[src/rtl/divisor_pkg.sv]
// Shared constants, FSM state encoding and the exponent clamp for the
// clock-divider controller.
package divisor_pkg;

  localparam int DIV_WIDTH       = 20;
  localparam int DIV_SEL_W       = 5;
  localparam int DIV_DEFAULT_SEL = 18;

  typedef enum logic [1:0] {
    IDLE   = 2'b00,
    RUN    = 2'b01,
    RELOAD = 2'b10
  } div_state_e;

  // Clamp a requested exponent so 2^e always fits in the counter.
  function automatic logic [DIV_SEL_W-1:0] SAT_SEL(input logic [DIV_SEL_W-1:0] s,
                                                   input int max_sel);
    if (int'(s) > max_sel) return DIV_SEL_W'(max_sel);
    return s;
  endfunction

endpackage

[src/rtl/modulo_contador_prescaler.sv]
// Up-counter with synchronous clear and enable; wraps to 0 at the terminal
// count 2^sel - 1 and flags that cycle on tc.
module modulo_contador_prescaler
  import divisor_pkg::*;
#(
  parameter int WIDTH = DIV_WIDTH,
  parameter int SEL_W = DIV_SEL_W
) (
  input  logic             clk,
  input  logic             clr,
  input  logic             clear,
  input  logic             en,
  input  logic [SEL_W-1:0] sel,
  output logic [WIDTH-1:0] count,
  output logic             tc
);

  logic [WIDTH-1:0] count_q;
  logic [WIDTH-1:0] count_d;
  logic [WIDTH-1:0] term;

  assign term  = (WIDTH'(1) << sel) - WIDTH'(1);
  assign tc    = (count_q == term);
  assign count = count_q;

  // Next count: clear wins, otherwise count up and wrap on terminal count.
  always_comb begin
    count_d = count_q;
    if (clear) begin
      count_d = '0;
    end else if (en) begin
      count_d = tc ? '0 : count_q + WIDTH'(1);
    end
  end

  // Counter register.
  always_ff @(posedge clk or negedge clr) begin
    if (!clr) count_q <= '0;
    else      count_q <= count_d;
  end

endmodule

[src/rtl/modulo_controlador_divisor.sv]
// Run-time configurable clock-divider controller: 50% duty clk_div with
// half-period 2^sel cycles, a tick on every clk_div rising edge, and ratio
// changes that only take effect on a falling boundary so no runt pulse is
// produced.
// Optional build macro DIVISOR_TICK_COUNT_EN adds a 16-bit tick counter
// output (tick_cnt), cleared on reset and on every return to IDLE.
//
// state  | meaning
// -------+-----------------------------------------------------------
// IDLE   | counter held at 0, clk_div low; loads apply immediately
// RUN    | dividing with sel_reg
// RELOAD | dividing with old sel_reg, sel_next waits for falling edge
module modulo_controlador_divisor
  import divisor_pkg::*;
#(
  parameter int WIDTH       = DIV_WIDTH,
  parameter int SEL_W       = DIV_SEL_W,
  parameter int DEFAULT_SEL = DIV_DEFAULT_SEL
) (
  input  logic             clk,
  input  logic             clr,
  input  logic             start,
  input  logic             stop,
  input  logic [SEL_W-1:0] sel,
  input  logic             load,
  output logic             load_ack,
  output logic             busy,
  output logic             clk_div,
  output logic             tick,
`ifdef DIVISOR_TICK_COUNT_EN
  output logic [15:0]      tick_cnt,
`endif
  output logic [WIDTH-1:0] count
);

  div_state_e       state_q, state_d;
  logic [SEL_W-1:0] sel_reg_q, sel_reg_d;
  logic [SEL_W-1:0] sel_next_q, sel_next_d;
  logic             pending_q, pending_d;
  logic             clk_div_q, clk_div_d;
  logic             tick_q, tick_d;
  logic             load_ack_q, load_ack_d;
  logic             busy_q, busy_d;
  logic [SEL_W-1:0] sel_sat;
  logic             tc;
  logic             cnt_clear;
  logic             cnt_en;

  assign sel_sat = SAT_SEL(sel, WIDTH - 1);

  modulo_contador_prescaler #(
    .WIDTH (WIDTH),
    .SEL_W (SEL_W)
  ) u_prescaler (
    .clk   (clk),
    .clr   (clr),
    .clear (cnt_clear),
    .en    (cnt_en),
    .sel   (sel_reg_q),
    .count (count),
    .tc    (tc)
  );

  // Next-state and next-output logic for the sequencing FSM.
  always_comb begin
    state_d    = state_q;
    sel_reg_d  = sel_reg_q;
    sel_next_d = sel_next_q;
    pending_d  = pending_q;
    clk_div_d  = clk_div_q;
    tick_d     = 1'b0;
    load_ack_d = 1'b0;
    cnt_clear  = 1'b0;
    cnt_en     = 1'b0;

    case (state_q)
      IDLE: begin
        cnt_clear = 1'b1;
        clk_div_d = 1'b0;
        if (load) begin
          sel_reg_d  = sel_sat;
          load_ack_d = 1'b1;
        end
        if (start && !stop) state_d = RUN;
      end

      RUN, RELOAD: begin
        if (stop) begin
          // Stop beats everything; a load in flight still lands in sel_reg.
          state_d   = IDLE;
          cnt_clear = 1'b1;
          clk_div_d = 1'b0;
          pending_d = 1'b0;
          if (load) begin
            sel_reg_d  = sel_sat;
            load_ack_d = 1'b1;
          end else if (pending_q) begin
            sel_reg_d  = sel_next_q;
            load_ack_d = 1'b1;
          end
        end else begin
          cnt_en = 1'b1;
          if (tc) begin
            clk_div_d = !clk_div_q;
            tick_d    = !clk_div_q;
          end
          if (load) begin
            sel_next_d = sel_sat;
            pending_d  = 1'b1;
            state_d    = RELOAD;
          end
          // Swap ratio only where clk_div falls, so both phases stay whole.
          if (state_q == RELOAD && tc && clk_div_q) begin
            sel_reg_d  = load ? sel_sat : sel_next_q;
            pending_d  = 1'b0;
            load_ack_d = 1'b1;
            state_d    = RUN;
          end
        end
      end

      default: begin
        state_d   = IDLE;
        cnt_clear = 1'b1;
        clk_div_d = 1'b0;
        pending_d = 1'b0;
      end
    endcase

    busy_d = (state_d != IDLE);
  end

  // FSM state and registered outputs.
  always_ff @(posedge clk or negedge clr) begin
    if (!clr) begin
      state_q    <= IDLE;
      sel_reg_q  <= SEL_W'(DEFAULT_SEL);
      sel_next_q <= SEL_W'(DEFAULT_SEL);
      pending_q  <= 1'b0;
      clk_div_q  <= 1'b0;
      tick_q     <= 1'b0;
      load_ack_q <= 1'b0;
      busy_q     <= 1'b0;
    end else begin
      state_q    <= state_d;
      sel_reg_q  <= sel_reg_d;
      sel_next_q <= sel_next_d;
      pending_q  <= pending_d;
      clk_div_q  <= clk_div_d;
      tick_q     <= tick_d;
      load_ack_q <= load_ack_d;
      busy_q     <= busy_d;
    end
  end

  assign clk_div  = clk_div_q;
  assign tick     = tick_q;
  assign load_ack = load_ack_q;
  assign busy     = busy_q;

`ifdef DIVISOR_TICK_COUNT_EN
  logic [15:0] tick_cnt_q, tick_cnt_d;

  // Tick counter: cleared on each return to IDLE, wraps naturally at 16 bits.
  always_comb begin
    tick_cnt_d = tick_cnt_q;
    if (state_q != IDLE && state_d == IDLE) tick_cnt_d = '0;
    else if (tick_d)                        tick_cnt_d = tick_cnt_q + 16'd1;
  end

  // Tick counter register.
  always_ff @(posedge clk or negedge clr) begin
    if (!clr) tick_cnt_q <= '0;
    else      tick_cnt_q <= tick_cnt_d;
  end

  assign tick_cnt = tick_cnt_q;
`endif

endmodule
[config.mk]
export PLATFORM = sky130hd
export DESIGN_NAME = modulo_controlador_divisor
export DESIGN_NICKNAME = d
export VERILOG_FILES = /design/src/rtl/divisor_pkg.sv /design/src/rtl/modulo_contador_prescaler.sv /design/src/rtl/modulo_controlador_divisor.sv
export SDC_FILE = /design/constraint.sdc
export NUM_CORES = 1
export LEC_CHECK = 0
export BUFFER_PORTS_ARGS = -buffer_cell sky130_fd_sc_hd__buf_2
export CAP_MARGIN = 10
export CELL_PAD_IN_SITES_DETAIL_PLACEMENT = 1
export CELL_PAD_IN_SITES_GLOBAL_PLACEMENT = 2
export CORE_ASPECT_RATIO = 0.6
export CORE_MARGIN = 4
export CORE_UTILIZATION = 38
export DETAILED_ROUTE_END_ITERATION = 10
export PLACE_DENSITY_LB_ADDON = 0.05
export SLEW_MARGIN = 20
export SYNTH_ARGS = -nofsm -noshare
export SYNTH_HDL_FRONTEND = slang
export SYNTH_SLANG_ARGS = --single-unit
[constraint.sdc]
create_clock -name clk -period 10.3 [get_ports clk]
set_clock_uncertainty 0.1 [all_clocks]
set_input_delay 1.03 -clock clk [delete_from_list [all_inputs] [get_ports clk]]
set_output_delay 1.03 -clock clk [all_outputs]
set_load 0.02 [all_outputs]
==> flow_summary.html <==
<table>
<tr><th>Metric</th><th>Value</th></tr>
<tr><th colspan="2">Status</th></tr>
<tr><td>Status</td><td>finished, final reports clean</td></tr>
<tr><th colspan="2">Place</th></tr>
<tr><td>Last weighted congestion value of the routability-driven placer</td><td>about 0.84</td></tr>
<tr><td>Number of buffers inserted by port buffering</td><td>33</td></tr>
<tr><td>DP HPWL</td><td>between 5000 and 6000 um</td></tr>
<tr><th colspan="2">Floorplan</th></tr>
<tr><td>Width of the die</td><td>118 um</td></tr>
<tr><td>Cell row count</td><td>23</td></tr>
<tr><td>Core region area</td><td>a little under 7000 um2</td></tr>
<tr><td>Initial cell density of the core</td><td>~40%</td></tr>
<tr><td>Top Ports</td><td>34</td></tr>
<tr><td>Die boundary height</td><td>around 74 um</td></tr>
<tr><td>Area of the die</td><td>a little under 9000 um2</td></tr>
<tr><th colspan="2">CTS</th></tr>
<tr><td>Number of CTS-inserted buffers</td><td>5</td></tr>
<tr><td>Hold bufs inserted after CTS</td><td>0</td></tr>
<tr><td>TritonCTS clock tree</td><td>yes</td></tr>
<tr><td>CTS Buffer Depth</td><td>2</td></tr>
<tr><td>Post-cts sizing count</td><td>0</td></tr>
<tr><td>Clock tree sinks</td><td>37</td></tr>
<tr><td>Buffers inserted by post-CTS timing repair</td><td>0</td></tr>
<tr><td>CTS Root Cell</td><td>sky130_fd_sc_hd__clkbuf_16</td></tr>
<tr><td>H-tree depth</td><td>2</td></tr>
<tr><td>Clock transition at the registers of the reported paths</td><td>0.06 ns</td></tr>
<tr><td>Latest clock arrival within the worst-skew pair</td><td>0.28 ns</td></tr>
<tr><th colspan="2">STA</th></tr>
<tr><td>RSZ-0062 raised after global routing</td><td>false</td></tr>
<tr><td>Final Slew Violations</td><td>0</td></tr>
<tr><td>Fin. Hold Viols</td><td>0</td></tr>
<tr><td>Final setup violation count</td><td>0</td></tr>
<tr><td>Setup TNS Final</td><td>0 ns</td></tr>
<tr><td>Tightest Pin Transition</td><td>about 0.9 ns</td></tr>
<tr><td>Min cycle time layout</td><td>between 4 and 5 ns</td></tr>
<tr><td>Highest clock frequency the design can meet</td><td>about 220 MHz</td></tr>
<tr><td>Crit share post-route</td><td>between 40% and 50%</td></tr>
<tr><td>Relative slew margins</td><td>between 40% and 50%</td></tr>
<tr><th colspan="2">Power</th></tr>
<tr><td>Power spent charging and discharging nets</td><td>approximately 0.00032 W</td></tr>
<tr><td>Sw Ratio</td><td>between 40% and 50%</td></tr>
<tr><td>Highest ir drop seen on vdd</td><td>between 0.1 and 0.15 mV</td></tr>
<tr><td>Leak pwr</td><td>between 1 and 1.5 nW</td></tr>
<tr><td>Internal cell power</td><td>0.000409 W</td></tr>
<tr><td>Combinational share of power</td><td>about 46%</td></tr>
<tr><td>Cell area power density</td><td>approximately 240 nW/um2</td></tr>
<tr><td>Seq pwr share</td><td>33.4%</td></tr>
<tr><td>Clock network fraction of total power</td><td>just over 20%</td></tr>
<tr><th colspan="2">Final layout</th></tr>
<tr><td>Utilization after layout</td><td>around 45%</td></tr>
<tr><td>Most common cell after layout, fill and taps aside</td><td>sky130_fd_sc_hd__nor2_1</td></tr>
<tr><td>Net count reported at finish</td><td>350</td></tr>
<tr><td>Highest-count cells in the layout ignoring fill and taps</td><td>37 x sky130_fd_sc_hd__nor2_1, 33 x sky130_fd_sc_hd__dfrtp_1, 33 x sky130_fd_sc_hd__buf_2</td></tr>
<tr><td>Area of all sequential standard cells</td><td>between 900 and 1000 um2</td></tr>
<tr><td>FILL cells</td><td>~830</td></tr>
<tr><td>Area occupied by multi-input gates</td><td>1650 um2</td></tr>
<tr><td>Share of final-layout standard cells stronger than drive strength 1</td><td>about a fifth</td></tr>
<tr><td>Area Growth Syn to Fin</td><td>10.8%</td></tr>
<tr><td># diodes</td><td>0</td></tr>
<tr><th colspan="2">Worst setup path</th></tr>
<tr><td>Critical path buffer and inverter count</td><td>0</td></tr>
<tr><td>Category of the most critical setup path</td><td>flip-flop to flip-flop</td></tr>
<tr><td>Master of the slowest instance on the critical path</td><td>sky130_fd_sc_hd__or4_1</td></tr>
<tr><td>Element type at the critical path end</td><td>flip-flop</td></tr>
<tr><td>Worst reg2reg path startpoint</td><td>sel_reg_q[2]</td></tr>
<tr><td>Arrival time at the worst endpoint</td><td>4.56 ns</td></tr>
<tr><td>Data required time of the critical path</td><td>~10 ns</td></tr>
<tr><td>Endpoint of the most critical register-to-register path</td><td>sel_reg_q[3]</td></tr>
<tr><td>Launch point of the critical path</td><td>sel_reg_q[2]</td></tr>
<tr><td>Depth of the worst register-to-register path</td><td>10</td></tr>
<tr><td>Internal reg-to-reg setup slack</td><td>a little under 6 ns</td></tr>
<tr><td>Startpoint kind of the worst setup timing path</td><td>flip-flop</td></tr>
<tr><td>Worst stage delay on the critical path</td><td>0.68 ns</td></tr>
<tr><td>Maximum fanout encountered on the critical timing path</td><td>24</td></tr>
<tr><td>Ordered cell list for the critical path</td><td>or4_1 -&gt; nand2b_1 -&gt; ha_1 -&gt; nor4b_2 -&gt; nand3_1 -&gt; a31o_2 -&gt; a221oi_1 -&gt; nand4_2 -&gt; o31ai_4 -&gt; mux2_4</td></tr>
<tr><td>Crit-path leading delay family</td><td>simple AND/OR/NAND/NOR gates</td></tr>
<tr><th colspan="2">Synth</th></tr>
<tr><td>Ys Warns</td><td>0</td></tr>
<tr><td>Net Count, Synth</td><td>roughly 330</td></tr>
<tr><td>Async set-or-reset flop fraction in the synthesized netlist</td><td>between 90% and 100%</td></tr>
<tr><td>Post-synth design cell area</td><td>2750 um2</td></tr>
<tr><td>Number of enable flip-flop cells after synthesis</td><td>0</td></tr>
<tr><td>Syn_area_per_cell</td><td>8.70 um2</td></tr>
<tr><td>Register area share after synthesis</td><td>around 34%</td></tr>
<tr><td>Seq cells post-synth</td><td>37</td></tr>
<tr><td>Number of standard cells after synthesis</td><td>about 320</td></tr>
<tr><td>Synth unique cells</td><td>just under 70</td></tr>
<tr><td>Ys flop type</td><td>sky130_fd_sc_hd__dfrtp_1</td></tr>
<tr><th colspan="2">Routing</th></tr>
<tr><td>Total via count after detailed routing</td><td>2382</td></tr>
<tr><td>Iter 0 DRT Violations</td><td>about 200</td></tr>
<tr><td>Number of DRC violations after detailed routing</td><td>0</td></tr>
<tr><td>Post-detailed-route count of antenna-violating nets</td><td>0</td></tr>
<tr><td>Final wirelength</td><td>just under 8000 um</td></tr>
<tr><td>Detailed-routing iteration count for the pre-antenna-repair pass</td><td>4</td></tr>
<tr><td>WL/cell</td><td>18.4 um</td></tr>
<tr><td>Mean number of vias per cell</td><td>between 5 and 6</td></tr>
<tr><th colspan="2">GRT</th></tr>
<tr><td>Global-route wire length before repair</td><td>~13000 um</td></tr>
<tr><td>Pin count of the biggest net entering global routing</td><td>38</td></tr>
<tr><td>Grt total ovfl</td><td>0</td></tr>
<tr><td>Initial antenna violation count</td><td>0</td></tr>
<tr><td>Total routing resource utilization after global routing</td><td>between 10% and 20%</td></tr>
<tr><td>Via count of the first global-routing pass</td><td>about 2400</td></tr>
<tr><th colspan="2">Worst hold path</th></tr>
<tr><td>Startpoint of the tightest hold check path</td><td>sel_next_q[3]</td></tr>
<tr><td>Hold-critical path depth</td><td>2</td></tr>
<tr><td>Hold WC Path Type</td><td>flip-flop to flip-flop</td></tr>
<tr><td>Worst min-delay path endpoint</td><td>sel_next_q[3]</td></tr>
<tr><th colspan="2">Run</th></tr>
<tr><td>Max-Cap Viols</td><td>0</td></tr>
</table>
how the worst max path moves through the flow:
| stage | slack [ns] | endpoint | cells past startpoint |
|---|---|---|---|
| 2_1_floorplan | 6.73 | sel_reg_q[3] | 11 |
| 3_3_place_gp | 5.99 | sel_reg_q[2] | 10 |
| 3_5_place_dp | 5.82 | sel_reg_q[2] | 10 |
| 4_1_cts | 5.80 | sel_reg_q[3] | 10 |
| 5_1_grt | 5.46 | sel_reg_q[2] | 10 |
| 6_report | 5.81 | sel_reg_q[3] | 10 |
stage by stage:
step	cell area [um2]	power, W	std cells	hold slack, ns	worst slack (ns)
4_1_cts	3050	0.000734	423	0.383	5.80
5_1_grt	3050	0.000786	423	0.441	5.46
6_report	3050	0.000731	423	0.373	5.81
2_1_floorplan	2750	0.000508	316	0.350	6.73
3_5_place_dp	2910	0.000580	415	0.370	5.82
3_3_place_gp	2910	0.000575	415	0.363	5.99
cells in the mapped netlist, types with 3 or more instances:
| cell | instances | area (um2) |
|---|---|---|
| sky130_fd_sc_hd__clkbuf_1 | 7 | 26.3 |
| sky130_fd_sc_hd__nor2b_1 | 6 | 37.5 |
| sky130_fd_sc_hd__dfrtp_1 | 33 | 826 |
| sky130_fd_sc_hd__nand4_1 | 5 | 31.3 |
| sky130_fd_sc_hd__mux2_4 | 4 | 60.1 |
| sky130_fd_sc_hd__buf_4 | 5 | 37.5 |
| sky130_fd_sc_hd__a21oi_1 | 10 | 50.1 |
| sky130_fd_sc_hd__a31o_2 | 4 | 35.0 |
| sky130_fd_sc_hd__o31ai_1 | 4 | 30.0 |
| sky130_fd_sc_hd__dfstp_2 | 4 | 105 |
| sky130_fd_sc_hd__ha_1 | 5 | 62.6 |
| sky130_fd_sc_hd__nand2b_1 | 8 | 50.1 |
| sky130_fd_sc_hd__nor2_1 | 37 | 139 |
| sky130_fd_sc_hd__nor3_1 | 5 | 25.0 |
| sky130_fd_sc_hd__nand3_1 | 19 | 95.1 |
| sky130_fd_sc_hd__or3_1 | 3 | 18.8 |
| sky130_fd_sc_hd__inv_1 | 12 | 45.0 |
| sky130_fd_sc_hd__mux2i_1 | 5 | 50.1 |
| sky130_fd_sc_hd__buf_2 | 7 | 35.0 |
| sky130_fd_sc_hd__nand3b_1 | 3 | 22.5 |
| sky130_fd_sc_hd__nand2_1 | 24 | 90.1 |
| sky130_fd_sc_hd__o21ai_0 | 14 | 70.1 |
| sky130_fd_sc_hd__o22ai_1 | 3 | 18.8 |
| sky130_fd_sc_hd__a31oi_1 | 4 | 25.0 |
| sky130_fd_sc_hd__and3_1 | 6 | 37.5 |
| sky130_fd_sc_hd__xor2_1 | 15 | 131 |
| sky130_fd_sc_hd__xnor2_1 | 11 | 96.3 |
| sky130_fd_sc_hd__or4_1 | 3 | 22.5 |
layout make-up:
type | instances | share of cell area (%)
flip-flops and latches | 37 | 30.5
repair buffers | 35 | 5.91
multi-input cells | 244 | 54.0
clock inverters | 1 | 0.164
well taps | 87 | 3.57
inverters | 12 | 1.48
clock buffers | 7 | 4.35
kinds of logic (layout without fill, tap and decap cells):
kind of cell / after synthesis / count (layout) / synth area share, %
xor+xnor: 26 / 26 / 8.28
simple gates: 137 / 137 / 27.0
buf+inv: 35 / 55 / 6.32
flops: 37 / 37 / 33.8
compound gates: 65 / 65 / 17.5
fa+ha+maj: 5 / 5 / 2.27
mux: 11 / 11 / 4.82
power groups by stage:
stage / clock network [W] / logic [W] / registers [W]
2_1_floorplan: 0 / 0.000302 / 0.000206
3_3_place_gp: 0 / 0.000331 / 0.000244
3_5_place_dp: 0 / 0.000335 / 0.000245
4_1_cts: 0.000154 / 0.000337 / 0.000242
5_1_grt: 0.000162 / 0.000372 / 0.000252
6_report: 0.000150 / 0.000337 / 0.000244
worst reg2reg max path, delay by kind of cell (launching register included):
kind,cells,cell delay [ns]
adders and majority gates,1,0.44
DFF,1,0.66
muxes,1,0.34
AOI/OAI and AO/OA,3,1.11
and+or+nand+nor,5,1.74
sequential cells by signal (all words and copies together), names as in the netlist:
signal	count
busy	1
clk_div	1
load_ack	1
pending_q	1
sel_next_q	5
sel_reg_q	5
state_q	2
tick	1
u_prescaler.count	20
layer usage:
layer  vias up  global-route usage, %  part of all wire, %
met5         -                      0                    0
met1      1157                   30.9                   55
met4         0                   5.97                  1.4
li1       1160                      -                    -
met2        56                   25.0                   38
met3         9                   3.77                  5.7
Power figures use the tool's default switching activity.
